**src/rtl/gcd_seq_ctrl.sv**
```systemverilog
// Purpose : sequential subtractive GCD controller; A on the start cycle, B on the next cycle of data_in.
// Latency : start sampled at edge k, N subtractions -> done high in the cycle after edge k+N+2.
// Backpr. : none; start is ignored while busy (no queuing), abort cancels LOAD_B/CMP silently.
// Ports   : clk, rst (sync, active-high), start, abort, data_in[WIDTH] -> busy, done (1-cycle pulse),
//           result[WIDTH], iter_cnt[16], zero_flag (all held from the last completed computation).
module gcd_seq_ctrl #(
  parameter int WIDTH = 16
) (
  input  logic             clk,
  input  logic             rst,
  input  logic             start,
  input  logic             abort,
  input  logic [WIDTH-1:0] data_in,
  output logic             busy,
  output logic             done,
  output logic [WIDTH-1:0] result,
  output logic [15:0]      iter_cnt,
  output logic             zero_flag
);

  typedef enum logic [1:0] {
    S_IDLE   = 2'd0,
    S_LOAD_B = 2'd1,
    S_CMP    = 2'd2,
    S_DONE   = 2'd3
  } state_t;

  state_t           state_q;
  logic [WIDTH-1:0] a_q;
  logic [WIDTH-1:0] b_q;
  logic [15:0]      cnt_q;
  logic [WIDTH-1:0] result_q;
  logic [15:0]      iter_q;
  logic             zero_q;
  logic             busy_q;
  logic             done_q;

  // Saturating increment of the working iteration counter.
  logic [15:0] cnt_inc_d;
  assign cnt_inc_d = (cnt_q == 16'hFFFF) ? cnt_q : cnt_q + 16'd1;

  always_ff @(posedge clk) begin
    if (rst) begin
      state_q  <= S_IDLE;
      a_q      <= '0;
      b_q      <= '0;
      cnt_q    <= '0;
      result_q <= '0;
      iter_q   <= '0;
      zero_q   <= 1'b0;
      busy_q   <= 1'b0;
      done_q   <= 1'b0;
    end else begin
      done_q <= 1'b0;
      case (state_q)
        S_IDLE: begin
          // abort has no meaning here, so start+abort is just a start.
          if (start) begin
            a_q     <= data_in;
            state_q <= S_LOAD_B;
            busy_q  <= 1'b1;
          end
        end
        S_LOAD_B: begin
          if (abort) begin
            state_q <= S_IDLE;
            busy_q  <= 1'b0;
          end else begin
            b_q     <= data_in;
            cnt_q   <= '0;
            state_q <= S_CMP;
          end
        end
        S_CMP: begin
          if (abort) begin
            state_q <= S_IDLE;
            busy_q  <= 1'b0;
          end else if (a_q == '0 || b_q == '0) begin
            // gcd(0,x)=x and gcd(0,0)=0, so OR of operands is the answer.
            result_q <= a_q | b_q;
            iter_q   <= cnt_q;
            zero_q   <= 1'b1;
            done_q   <= 1'b1;
            state_q  <= S_DONE;
          end else if (a_q == b_q) begin
            result_q <= a_q;
            iter_q   <= cnt_q;
            zero_q   <= 1'b0;
            done_q   <= 1'b1;
            state_q  <= S_DONE;
          end else if (a_q > b_q) begin
            a_q   <= a_q - b_q;
            cnt_q <= cnt_inc_d;
          end else begin
            b_q   <= b_q - a_q;
            cnt_q <= cnt_inc_d;
          end
        end
        S_DONE: begin
          state_q <= S_IDLE;
          busy_q  <= 1'b0;
        end
        default: begin
          state_q <= S_IDLE;
          busy_q  <= 1'b0;
        end
      endcase
    end
  end

  assign busy      = busy_q;
  assign done      = done_q;
  assign result    = result_q;
  assign iter_cnt  = iter_q;
  assign zero_flag = zero_q;

endmodule

```
**config.mk**
```make
export PLATFORM = sky130hd
export DESIGN_NAME = gcd_seq_ctrl
export DESIGN_NICKNAME = d
export VERILOG_FILES = /design/src/rtl/gcd_seq_ctrl.sv
export SDC_FILE = /design/constraint.sdc
export NUM_CORES = 1
export LEC_CHECK = 0
export ABC_AREA = 1
export BUFFER_PORTS_ARGS = -buffer_cell sky130_fd_sc_hd__buf_2
export CORE_UTILIZATION = 40
export CTS_BUF_LIST = sky130_fd_sc_hd__clkbuf_4 sky130_fd_sc_hd__clkbuf_8 sky130_fd_sc_hd__clkbuf_16
export DETAILED_ROUTE_END_ITERATION = 7
export PLACE_DENSITY = 0.56
export SLEW_MARGIN = 20
export SYNTH_ARGS = -nofsm -noshare
export SYNTH_HDL_FRONTEND = slang
export SYNTH_SLANG_ARGS = --single-unit
```
**constraint.sdc**
```tcl
create_clock -name clk -period 6.77 [get_ports clk]
set_clock_uncertainty 0.05 [all_clocks]
set_input_delay 0.3385 -clock clk [delete_from_list [all_inputs] [get_ports clk]]
set_output_delay 0.3385 -clock clk [all_outputs]
set_load 0.005 [all_outputs]
```
==> summary.txt, run 1 <==
Placement
  • Port Buffer Count: 54
  • Total placed cells including tap cells: about 1300
  • Placer's final routability congestion estimate: around 0.94
  • Area post-placement: around 6800 um2
  • HPWL Detailed: 14.5 mm

Worst setup path
  • Setup CP Type: flop to flop
  • Critical Path Fanout Max: between 40 and 50
  • CP required: 6960 ps
  • Kind of end point of the critical path: flop
  • Top cell family by delay on the critical path: buffers and inverters
  • Highest cell delay on the worst timing path: 660 ps
  • Critical path, cell by cell: inv_1 -> ha_1 -> buf_4 -> inv_2 -> nor2_1 -> nand2_2 -> clkinv_2 -> o21ai_0 -> a21oi_1
  • Worst r2r src: state_q[0]$_SDFFE_PP0P_
  • Cell at the slowest stage of the critical path: sky130_fd_sc_hd__clkinv_2
  • Bufs and invs on worst path: 4
  • Startpoint types: flop
  • Arrival time at the worst endpoint: 3630 ps
  • Critical Path Start: state_q[0]$_SDFFE_PP0P_

CTS
  • CTS resizes: 0
  • Number of levels in the clock H-tree: 3
  • Clock latency reported for the late side of the worst-skew pair: ~360 ps
  • Count of buffers added by post-CTS timing repair for setup: 0
  • Post-CTS Hold Buffers: 0
  • Root Buffer Master: sky130_fd_sc_hd__clkbuf_16
  • Number of buffers created by CTS: 9
  • Clock-pin transition on the worst setup and hold timing paths: 70 ps
  • Clock sink total: 85
  • Clock tree from TritonCTS: built
  • Clock tree buffer depth: 2

Route
  • Number of vias in the routed layout: ~6500
  • Routed wirelength normalized by instance count: between 15 and 20 um
  • Post-route DRC violation count: 0
  • Violation count after the first detailed-routing iteration: roughly 500
  • Final antenna-violating net count: 0
  • Vias per inst: between 5 and 6
  • Total length of routed wires: just under 20 mm
  • Length of the first detailed-routing pass in iterations: 5

Timing
  • Slew margin rel.: 0.230
  • Final setup vio count: 0
  • Period utilization: 0.508
  • Slew of the pin with the lowest slew margin: around 1200 ps
  • Post-layout minimum cycle time: roughly 3400 ps
  • Setup TNS: 0 ps
  • F_max: a little under 0.3 GHz
  • Hold violation count in the final report: 0
  • Setup repair after global routing missed its margin: no
  • Max-slew violation count: 0

Synthesis
  • Post-Synthesis Cells: roughly 1100
  • Synthesized area divided by synthesized cell count: 6.13 um2
  • Number of warnings printed during yosys synthesis: 0
  • Sequential-to-total area share from yosys stat: 0.264
  • Number of enable flip-flop cells after synthesis: 0
  • Number of distinct library cell variants in the gate-level netlist after synthesis: 39
  • Most frequently used flop master after synthesis: sky130_fd_sc_hd__dfxtp_1
  • Syn Std Cell Area: about 6400 um2
  • Async SR Flop Fraction: 0
  • Syn nets: ~1100
  • Number of synthesized register bits: 85

Cells and area
  • Signed area change from the synthesized netlist to the final layout: 10.5%
  • Antenna diode instance count: 0
  • Sequential cell area: around 1700 um2
  • Final non-filler cell total: approximately 1300
  • Cell area after layout: ~7100 um2
  • Area occupied by multi-input gates: ~4000 um2
  • Net count reported at finish: approximately 1200
  • Number of fill cells: between 1500 and 2000
  • Share of post-route cells with drive strength above 1: 0.104

Pwr
  • Pwr dens: around 270 nW/um2
  • Maximum VDD drop: roughly 140 uV
  • Leakage: 3.45 nW

Min path
  • Hold wc startpoint: data_in[14]
  • Worst Hold Class: input port to flop

Floorplan
  • Floorplan core area: between 15000 and 20000 um2
  • Effective utilization at floorplan: 0.407
  • Die boundary height: 129 um
  • Floorplan die width: ~130 um
  • Count of standard-cell rows: between 40 and 50
  • Die footprint: 16600 um2
  • Number of top-level pins: 55

Global route
  • All-Layer GR Usage: 0.248
  • Maximum number of pins on one net before global-route repair: between 60 and 70
  • First-pass GRT wire length: between 30 and 40 mm
  • Via count of the first global-routing pass: 5881
  • Number of antenna violations at the first check in global routing: 0
  • Total overflow reported by the global router: 0

Flow run
  • # Max-Cap Violations: 0

Run status
  • Status: finished, final reports clean
-- layout make-up --
class,instances,area share
flip-flops and latches,85,0.239
repair buffers,56,0.0401
inverters,133,0.0703
multi-input cells,800,0.569
clock inverters,7,0.0123
well taps,216,0.0380
clock buffers,9,0.0316
-- final timing paths --
check	to	slack, ps	depth (start not counted)
setup / recovery	iter_cnt[13]$_SDFFE_PP0P_	3330	9
hold / removal	a_q[14]$_SDFFE_PP0P_	280	5
setup reg to reg	iter_cnt[13]$_SDFFE_PP0P_	3330	9
hold reg to reg	zero_flag$_SDFFE_PP0P_	420	2
-- per-stage QoR --
step	utilization	worst slack [ps]	power (mW)	hold WS (ps)
after global placement	0.430	3420	1.39	413
after floorplan	-	4650	1.19	402
after global routing	0.450	2990	2.08	309
after detailed placement	0.430	3300	1.39	403
final	0.450	3330	1.94	277
after CTS	0.450	3280	1.94	271
-- where the power goes --
group,switching (mW),leakage (nW),total [mW],internal (mW)
combinational,0.579,2.61,0.826,0.247
clock,0.249,0.148,0.544,0.296
sequential,0.0348,0.693,0.569,0.534
-- synth_stat cells (5+ instances only) --
master	count	area, um2
sky130_fd_sc_hd__nand2_1	272	1020
sky130_fd_sc_hd__nor2_1	183	687
sky130_fd_sc_hd__inv_1	125	469
sky130_fd_sc_hd__dfxtp_1	85	1700
sky130_fd_sc_hd__a21oi_1	72	360
sky130_fd_sc_hd__nand3_1	68	340
sky130_fd_sc_hd__ha_1	51	638
sky130_fd_sc_hd__o21ai_0	49	245
sky130_fd_sc_hd__nor3_1	26	130
sky130_fd_sc_hd__nand4_1	12	75.1
sky130_fd_sc_hd__clkbuf_1	11	41.3
sky130_fd_sc_hd__nand2_2	11	68.8
sky130_fd_sc_hd__o21ai_1	9	45.0
sky130_fd_sc_hd__nor2_2	8	50.1
sky130_fd_sc_hd__buf_2	7	35.0
sky130_fd_sc_hd__o21bai_1	7	52.6
sky130_fd_sc_hd__buf_4	6	45.0
sky130_fd_sc_hd__inv_2	6	22.5
sky130_fd_sc_hd__xor2_1	6	52.6
sky130_fd_sc_hd__buf_6	5	56.3
-- layout by cell type, fill, tap and decap left out, types with 2 or more instances in the layout --
master                       instances
sky130_fd_sc_hd__nand2_1           272
sky130_fd_sc_hd__nor2_1            183
sky130_fd_sc_hd__inv_1             124
sky130_fd_sc_hd__dfxtp_1            85
sky130_fd_sc_hd__a21oi_1            72
sky130_fd_sc_hd__nand3_1            68
sky130_fd_sc_hd__buf_2              54
sky130_fd_sc_hd__ha_1               51
sky130_fd_sc_hd__o21ai_0            49
sky130_fd_sc_hd__nor3_1             26
sky130_fd_sc_hd__nand4_1            12
sky130_fd_sc_hd__nand2_2            11
sky130_fd_sc_hd__o21ai_1             9
sky130_fd_sc_hd__clkbuf_16           9
sky130_fd_sc_hd__nor2_2              8
sky130_fd_sc_hd__inv_2               7
sky130_fd_sc_hd__o21bai_1            7
sky130_fd_sc_hd__xor2_1              6
sky130_fd_sc_hd__nand2_4             3
sky130_fd_sc_hd__nor2_4              3
sky130_fd_sc_hd__inv_8               3
sky130_fd_sc_hd__a31oi_1             2
sky130_fd_sc_hd__nand3_4             2
sky130_fd_sc_hd__nand3_2             2
sky130_fd_sc_hd__a21boi_0            2
sky130_fd_sc_hd__nor3b_1             2
sky130_fd_sc_hd__fa_1                2
sky130_fd_sc_hd__clkinvlp_4          2
sky130_fd_sc_hd__buf_4               2
-- logic make-up after synthesis --
group,count (synthesis),synth area share
simple gates,594,0.392
buf+inv,166,0.108
compound gates,145,0.120
flops,85,0.264
fa+ha+maj,53,0.105
xor+xnor,7,0.00951
mux,1,0.00155
-- worst reg2reg max path, delay by kind of cell, from the launching register on --
family	cells	cell delay, ps
fa+ha+maj	1	190
simple gates	2	690
compound gates	2	450
flops	1	330
buf+inv	4	1600
-- layer usage --
| metal | global-route usage | vias up | wire, um |
|---|---|---|---|
| met5 | 0 | - | 0 |
| met4 | 0.0803 | 0 | 298 |
| met3 | 0.0258 | 19 | 791 |
| met2 | 0.407 | 152 | 9030 |
| met1 | 0.340 | 2988 | 9690 |
| li1 | - | 3384 | - |
-- sequential cells by signal, indices dropped and copies added, names as in the netlist --
signal and flops:
b_q 16, done 1, result 16, iter_cnt 16, a_q 16, busy 1
zero_flag 1, cnt_q 16, state_q 2
Power figures use the tool's default switching activity.
==> run 2, diff against run 1 <==
ABC_AREA = 0   (was 1)
PLACE_DENSITY = 0.57   (was 0.56)
clock period = 3.55 ns   (was 6.77 ns; I/O delays follow)
==> summary.txt, run 2 <==
Timing
  • Post-layout minimum cycle time: roughly 3400 ps
  • Slew of the pin with the lowest slew margin: ~810 ps
  • Final worst slack: a little under 200 ps
  • Max-slew violation count: 0
  • Setup TNS: 0 ps
  • Final setup vio count: 0
  • Period utilization: 0.945
  • Slew margin rel.: 0.454
  • Hold violation count in the final report: 0
  • F_max: between 0.2 and 0.3 GHz
  • Setup repair after global routing missed its margin: no

Synthesis
  • Synth area leaders: sky130_fd_sc_hd__dfxtp_1 (30%), sky130_fd_sc_hd__ha_1 (11%), sky130_fd_sc_hd__a21oi_1 (6.5%)
  • Post-Synthesis Cells: 726
  • Commonest cells in the netlist: sky130_fd_sc_hd__nor2_1 (94), sky130_fd_sc_hd__dfxtp_1 (85), sky130_fd_sc_hd__nand2_1 (75)
  • Cell type contributing the most total cell area after synthesis: sky130_fd_sc_hd__dfxtp_1
  • Number of distinct library cell variants in the gate-level netlist after synthesis: 65
  • Most frequently used cell type in the post-synthesis netlist: sky130_fd_sc_hd__nor2_1
  • Most frequently used flop master after synthesis: sky130_fd_sc_hd__dfxtp_1
  • Sequential-to-total area share from yosys stat: 0.302
  • Number of synthesized register bits: 85
  • Post-synth top area share: 0.302
  • Synthesized area divided by synthesized cell count: between 7 and 8 um2
  • Async SR Flop Fraction: 0
  • Number of enable flip-flop cells after synthesis: 0
  • Number of warnings printed during yosys synthesis: 0
  • Syn Std Cell Area: between 5000 and 6000 um2
  • Syn nets: 799

Worst setup path
  • CP required: roughly 3700 ps
  • Arrival time at the worst endpoint: 3540 ps
  • Critical Path Start: a_q[14]$_SDFFE_PP0P_
  • Capture point of the worst reg-to-reg path: b_q[14]$_SDFFE_PP0P_
  • Endpoint of the most critical setup path: b_q[14]$_SDFFE_PP0P_
  • Kind of end point of the critical path: flop
  • Highest cell delay on the worst timing path: between 500 and 600 ps
  • Register-to-Register Path Depth: 10
  • Critical path, cell by cell: inv_1 -> ha_1 -> or4_4 -> nor3_2 -> and3_1 -> nor2_1 -> a31oi_2 -> buf_4 -> nor3_1 -> a221o_1
  • Worst r2r src: a_q[14]$_SDFFE_PP0P_
  • Top cell family by delay on the critical path: simple AND/OR/NAND/NOR gates
  • Cell at the slowest stage of the critical path: sky130_fd_sc_hd__or4_4
  • Critical Path Fanout Max: 16
  • Startpoint types: flop
  • Critical Path Stages: 10
  • Setup CP Type: flop to flop
  • Bufs and invs on worst path: 2
  • FF-to-FF setup slack: 190 ps

Floorplan
  • Floorplan core area: approximately 14000 um2
  • Die footprint: around 15000 um2
  • Die boundary height: 121 um
  • Count of standard-cell rows: 43
  • Effective utilization at floorplan: 0.408
  • Number of top-level pins: 55
  • Floorplan die width: approximately 120 um

CTS
  • Clock tree buffer depth: 2
  • Count of buffers added by post-CTS timing repair for setup: 0
  • Number of buffers created by CTS: 9
  • Number of levels in the clock H-tree: 3
  • Clock sink total: between 80 and 90
  • CTS resizes: 0
  • Root Buffer Master: sky130_fd_sc_hd__clkbuf_16
  • Clock tree from TritonCTS: built
  • Clock latency reported for the late side of the worst-skew pair: 350 ps
  • Clock-pin transition on the worst setup and hold timing paths: 70 ps
  • Post-CTS Hold Buffers: 0

Cells and area
  • Final Core Density: 0.464
  • Share of post-route cells with drive strength above 1: 0.153
  • Net count reported at finish: around 840
  • Antenna diode instance count: 0
  • Commonest non-fill, non-tap cells in the layout: sky130_fd_sc_hd__nor2_1 (94), sky130_fd_sc_hd__dfxtp_1 (85), sky130_fd_sc_hd__nand2_1 (75)
  • Most common library cell in the layout ignoring fill and taps: sky130_fd_sc_hd__nor2_1
  • Signed area change from the synthesized netlist to the final layout: 13.7%

Placement
  • HPWL Detailed: roughly 12 mm
  • Port Buffer Count: between 50 and 60
  • Worst slack at placement: 206 ps
  • Placer's final routability congestion estimate: about 1

Route
  • Vias per inst: about 5.6
  • Number of vias in the routed layout: 5307
  • Length of the first detailed-routing pass in iterations: 7
  • Total length of routed wires: 16.0 mm
  • Post-route DRC violation count: 2
  • Routed wirelength normalized by instance count: approximately 17 um
  • Violation count after the first detailed-routing iteration: around 350
  • Final antenna-violating net count: 0

Flow run
  • # Max-Cap Violations: 0

Global route
  • Maximum number of pins on one net before global-route repair: 48
  • Met3 Usage GRT: 0.0358
  • Met2 track utilization from global routing: 0.335
  • Via count of the first global-routing pass: around 4800
  • Met1 Resource Use GR: 0.318
  • First-pass GRT wire length: ~25 mm
  • Total overflow reported by the global router: 0
  • All-Layer GR Usage: 0.222
  • Busiest grt layer: met2
  • Number of antenna violations at the first check in global routing: 0

Pwr
  • Pwr dens: 500 nW/um2
  • Maximum VDD drop: approximately 220 uV
  • Leakage: roughly 2.5 nW

Min path
  • Worst Hold Class: input port to flop
  • Hold wc startpoint: start

Run status
  • Status: complete, but fails checks
  • Violated checks: design-rule violations
run 2: cell type report:
type | instances | area [um2]
Tap cell | 180 | 225
Inverter | 58 | 218
Timing Repair Buffer | 74 | 420
Sequential cell | 85 | 1700
Clock buffer | 11 | 246
Multi-Input combinational cell | 537 | 3540
Fill cell | 1363 | 7410
Clock inverter | 5 | 60.1
run 2: worst min-delay path by stage:
stage,to,slack [ps],cells past startpoint
after floorplan,busy$_SDFFE_PP0P_,320,2
final,busy$_SDFFE_PP0P_,80,3
after CTS,busy$_SDFFE_PP0P_,80,3
after global placement,iter_cnt[4]$_SDFFE_PP0P_,390,2
after global routing,busy$_SDFFE_PP0P_,120,3
after detailed placement,iter_cnt[0]$_SDFFE_PP0P_,390,2
run 2: tightest hold or removal path, stage by stage:
cell	delay, ps
sky130_fd_sc_hd__buf_2	90
sky130_fd_sc_hd__a21oi_1	50
sky130_fd_sc_hd__nor3_1	110
run 2: routing by layer:
metal	part of all wire	up-vias
li1	-	2612
met1	0.50	2492
met2	0.43	175
met3	0.052	28
met4	0.025	0
met5	0	-
run 2: cells by family (layout without fill, tap and decap cells):
family          after synthesis  in the layout  synth area share
compound gates              185            185             0.226
xor+xnor                     34             34            0.0528
fa+ha+maj                    53             53             0.120
buf+inv                     104            148            0.0743
flops                        85             85             0.302
mux                           8              8            0.0146
simple gates                257            257             0.210
run 2: through the flow:
stage	hold WS, ps	area, um2	total power [mW]	instances
2_1_floorplan	316	5640	1.91	726
3_3_place_gp	388	6100	2.21	934
3_5_place_dp	394	6100	2.20	934
4_1_cts	78.1	6410	3.19	950
5_1_grt	115	6410	3.37	950
6_report	78.7	6410	3.21	950
run 2: where the power goes:
group / switching (mW) / internal, mW / total [mW] / leakage (nW)
registers: 0.0458 / 0.993 / 1.04 / 0.689
logic: 0.721 / 0.459 / 1.18 / 1.68
clock network: 0.414 / 0.574 / 0.988 / 0.149
total: 1.18 / 2.03 / 3.21 / 2.52
==> run 3, diff against run 2 <==
CORE_MARGIN = 4   (was default)
==> summary.txt, run 3 (synthesized netlist as in run 2, its figures left out) <==
Cells and area
  • Commonest non-fill, non-tap cells in the layout: sky130_fd_sc_hd__nor2_1 (94), sky130_fd_sc_hd__dfxtp_1 (85), sky130_fd_sc_hd__nand2_1 (75)
  • Final non-filler cell total: around 950
  • Cell area after layout: 6430 um2
  • Share of post-route cells with drive strength above 1: 0.152
  • Net count reported at finish: roughly 840
  • Signed area change from the synthesized netlist to the final layout: 14.0%
  • Most common library cell in the layout ignoring fill and taps: sky130_fd_sc_hd__nor2_1
  • Number of fill cells: approximately 1400
  • Antenna diode instance count: 0

CTS
  • Clock latency reported for the late side of the worst-skew pair: 350 ps
  • Count of buffers added by post-CTS timing repair for setup: 0
  • Clock tree buffer depth: 2
  • Clock sink total: 85
  • Clock-pin transition on the worst setup and hold timing paths: roughly 60 ps
  • Clock tree from TritonCTS: built
  • Root Buffer Master: sky130_fd_sc_hd__clkbuf_16
  • Number of levels in the clock H-tree: 3
  • Number of buffers created by CTS: 9

Pwr
  • Share of total power consumed by net switching: 0.358
  • Clk pwr share: 0.324
  • Leakage: between 2 and 3 nW
  • Share of total power in sequential cells: 0.320
  • Pwr dens: about 500 nW/um2
  • Combinational share of power: 0.356
  • Switching Power: between 1 and 1.5 mW
  • Internal Power: 2.09 mW
  • Maximum VDD drop: approximately 240 uV

Min path
  • Worst Hold Class: input port to flop
  • Hold wc startpoint: start
  • Worst hold stages: 3
  • Worst hold path endpoint: busy$_SDFFE_PP0P_

Worst setup path
  • Critical Path Fanout Max: 32
  • Worst r2r src: b_q[13]$_SDFFE_PP0P_
  • Kind of end point of the critical path: flop
  • Capture point of the worst reg-to-reg path: a_q[2]$_SDFFE_PP0P_
  • Critical path, cell by cell: inv_1 -> ha_1 -> or4_4 -> nor3_2 -> or3b_1 -> o2111a_1 -> or3b_1 -> buf_4 -> a211o_1 -> a21oi_1
  • Highest cell delay on the worst timing path: about 570 ps
  • Arrival time at the worst endpoint: ~3600 ps
  • Setup CP Type: flop to flop
  • Bufs and invs on worst path: 2
  • CP most frequent cell: sky130_fd_sc_hd__or3b_1
  • Register-to-Register Path Depth: 10
  • Cell at the slowest stage of the critical path: sky130_fd_sc_hd__or4_4
  • Startpoint types: flop
  • CP required: 3770 ps
  • Top cell family by delay on the critical path: simple AND/OR/NAND/NOR gates
  • FF-to-FF setup slack: between 150 and 200 ps

Global route
  • All-Layer GR Usage: 0.197
  • Maximum number of pins on one net before global-route repair: between 70 and 80
  • Total overflow reported by the global router: 0
  • Number of antenna violations at the first check in global routing: 0
  • First-pass GRT wire length: between 20 and 30 mm
  • Via count of the first global-routing pass: slightly below 5000

Floorplan
  • Number of top-level pins: 55
  • Effective utilization at floorplan: 0.408
  • Floorplan die width: between 100 and 150 um
  • Die footprint: around 16000 um2
  • Die boundary height: between 100 and 150 um
  • Floorplan core area: about 14000 um2
  • Count of standard-cell rows: 43

Route
  • Wire length on met2: approximately 7.3 mm
  • Length of the first detailed-routing pass in iterations: 5
  • Post-route DRC violation count: 0
  • Total length of routed wires: between 15 and 20 mm
  • Number of vias in the routed layout: around 5200
  • Length of routed met3 wiring: 612 um
  • Vias per inst: approximately 5.5
  • Routed metal-1 wirelength: 7.45 mm
  • Violation count after the first detailed-routing iteration: 330
  • Routed wirelength normalized by instance count: between 15 and 20 um
  • Uppermost signal routing layer after detailed routing: met4
  • Final antenna-violating net count: 0

Timing
  • Setup TNS: 0 ps
  • Post-route worst hold slack: 96.3 ps
  • Post-layout minimum cycle time: 3350 ps
  • F_max: roughly 0.30 GHz
  • Final setup vio count: 0
  • Slew of the pin with the lowest slew margin: 857 ps
  • Period utilization: 0.945
  • Slew margin rel.: 0.429
  • Max-slew violation count: 0
  • Hold violation count in the final report: 0
  • Setup repair after global routing missed its margin: no

Placement
  • HPWL Detailed: between 10 and 15 mm
  • Port Buffer Count: 54
  • Area post-placement: between 6000 and 7000 um2
  • Total placed cells including tap cells: about 930
  • Placer's final routability congestion estimate: between 0.9 and 1

Flow run
  • # Max-Cap Violations: 0

Run status
  • Status: finished, final reports clean
## run 3: layout make-up
type,count,area (um2),share of cell area
multi-input cells,537,3540,0.551
inverters,58,218,0.0339
flip-flops and latches,85,1700,0.265
repair buffers,73,413,0.0642
well taps,180,225,0.0350
clock inverters,6,92.6,0.0144
clock buffers,10,239,0.0372
## run 3: timing repair
item,in CTS,in global routing
hold endpoints to repair,0,0
hold buffers,0,0
gates resized for setup,0,1
endpoints found under the setup margin,0,6
## run 3: stage by stage
stage	worst slack [ps]	utilization	power [mW]
floorplan	418	-	1.91
global placement	293	0.441	2.20
detailed placement	213	0.441	2.20
CTS	194	0.465	3.26
global route	5.20	0.465	3.43
finish	196	0.465	3.25
## run 3: worst register-to-register path: stages, from the launching register on
cell and delay, ps:
sky130_fd_sc_hd__dfxtp_1 450, sky130_fd_sc_hd__inv_1 100, sky130_fd_sc_hd__ha_1 320, sky130_fd_sc_hd__or4_4 570
sky130_fd_sc_hd__nor3_2 190, sky130_fd_sc_hd__or3b_1 360, sky130_fd_sc_hd__o2111a_1 180, sky130_fd_sc_hd__or3b_1 370
sky130_fd_sc_hd__buf_4 250, sky130_fd_sc_hd__a211o_1 310, sky130_fd_sc_hd__a21oi_1 130
## run 3: worst max path at each step
stage / from / end / slack [ps] / cells after the start
floorplan: a_q[13]$_SDFFE_PP0P_ / a_q[6]$_SDFFE_PP0P_ / 420 / 12
global placement: b_q[13]$_SDFFE_PP0P_ / a_q[2]$_SDFFE_PP0P_ / 290 / 10
detailed placement: a_q[0]$_SDFFE_PP0P_ / a_q[2]$_SDFFE_PP0P_ / 210 / 11
CTS: a_q[0]$_SDFFE_PP0P_ / a_q[2]$_SDFFE_PP0P_ / 190 / 11
global route: a_q[14]$_SDFFE_PP0P_ / a_q[2]$_SDFFE_PP0P_ / 5 / 10
finish: b_q[13]$_SDFFE_PP0P_ / a_q[2]$_SDFFE_PP0P_ / 200 / 10
## run 3: power groups by stage
stage / clock network (mW) / registers (mW) / logic, mW
after global routing: 1.12 / 1.05 / 1.26
after global placement: 0 / 1.06 / 1.14
after detailed placement: 0 / 1.06 / 1.14
final: 1.05 / 1.04 / 1.16
after CTS: 1.08 / 1.04 / 1.14
after floorplan: 0 / 1.05 / 0.861
## run 3: routing by layer
metal	GRT usage	vias up
li1	-	2610
met1	0.263	2461
met2	0.322	125
met3	0.0324	29
met4	0.0694	0
met5	0	-
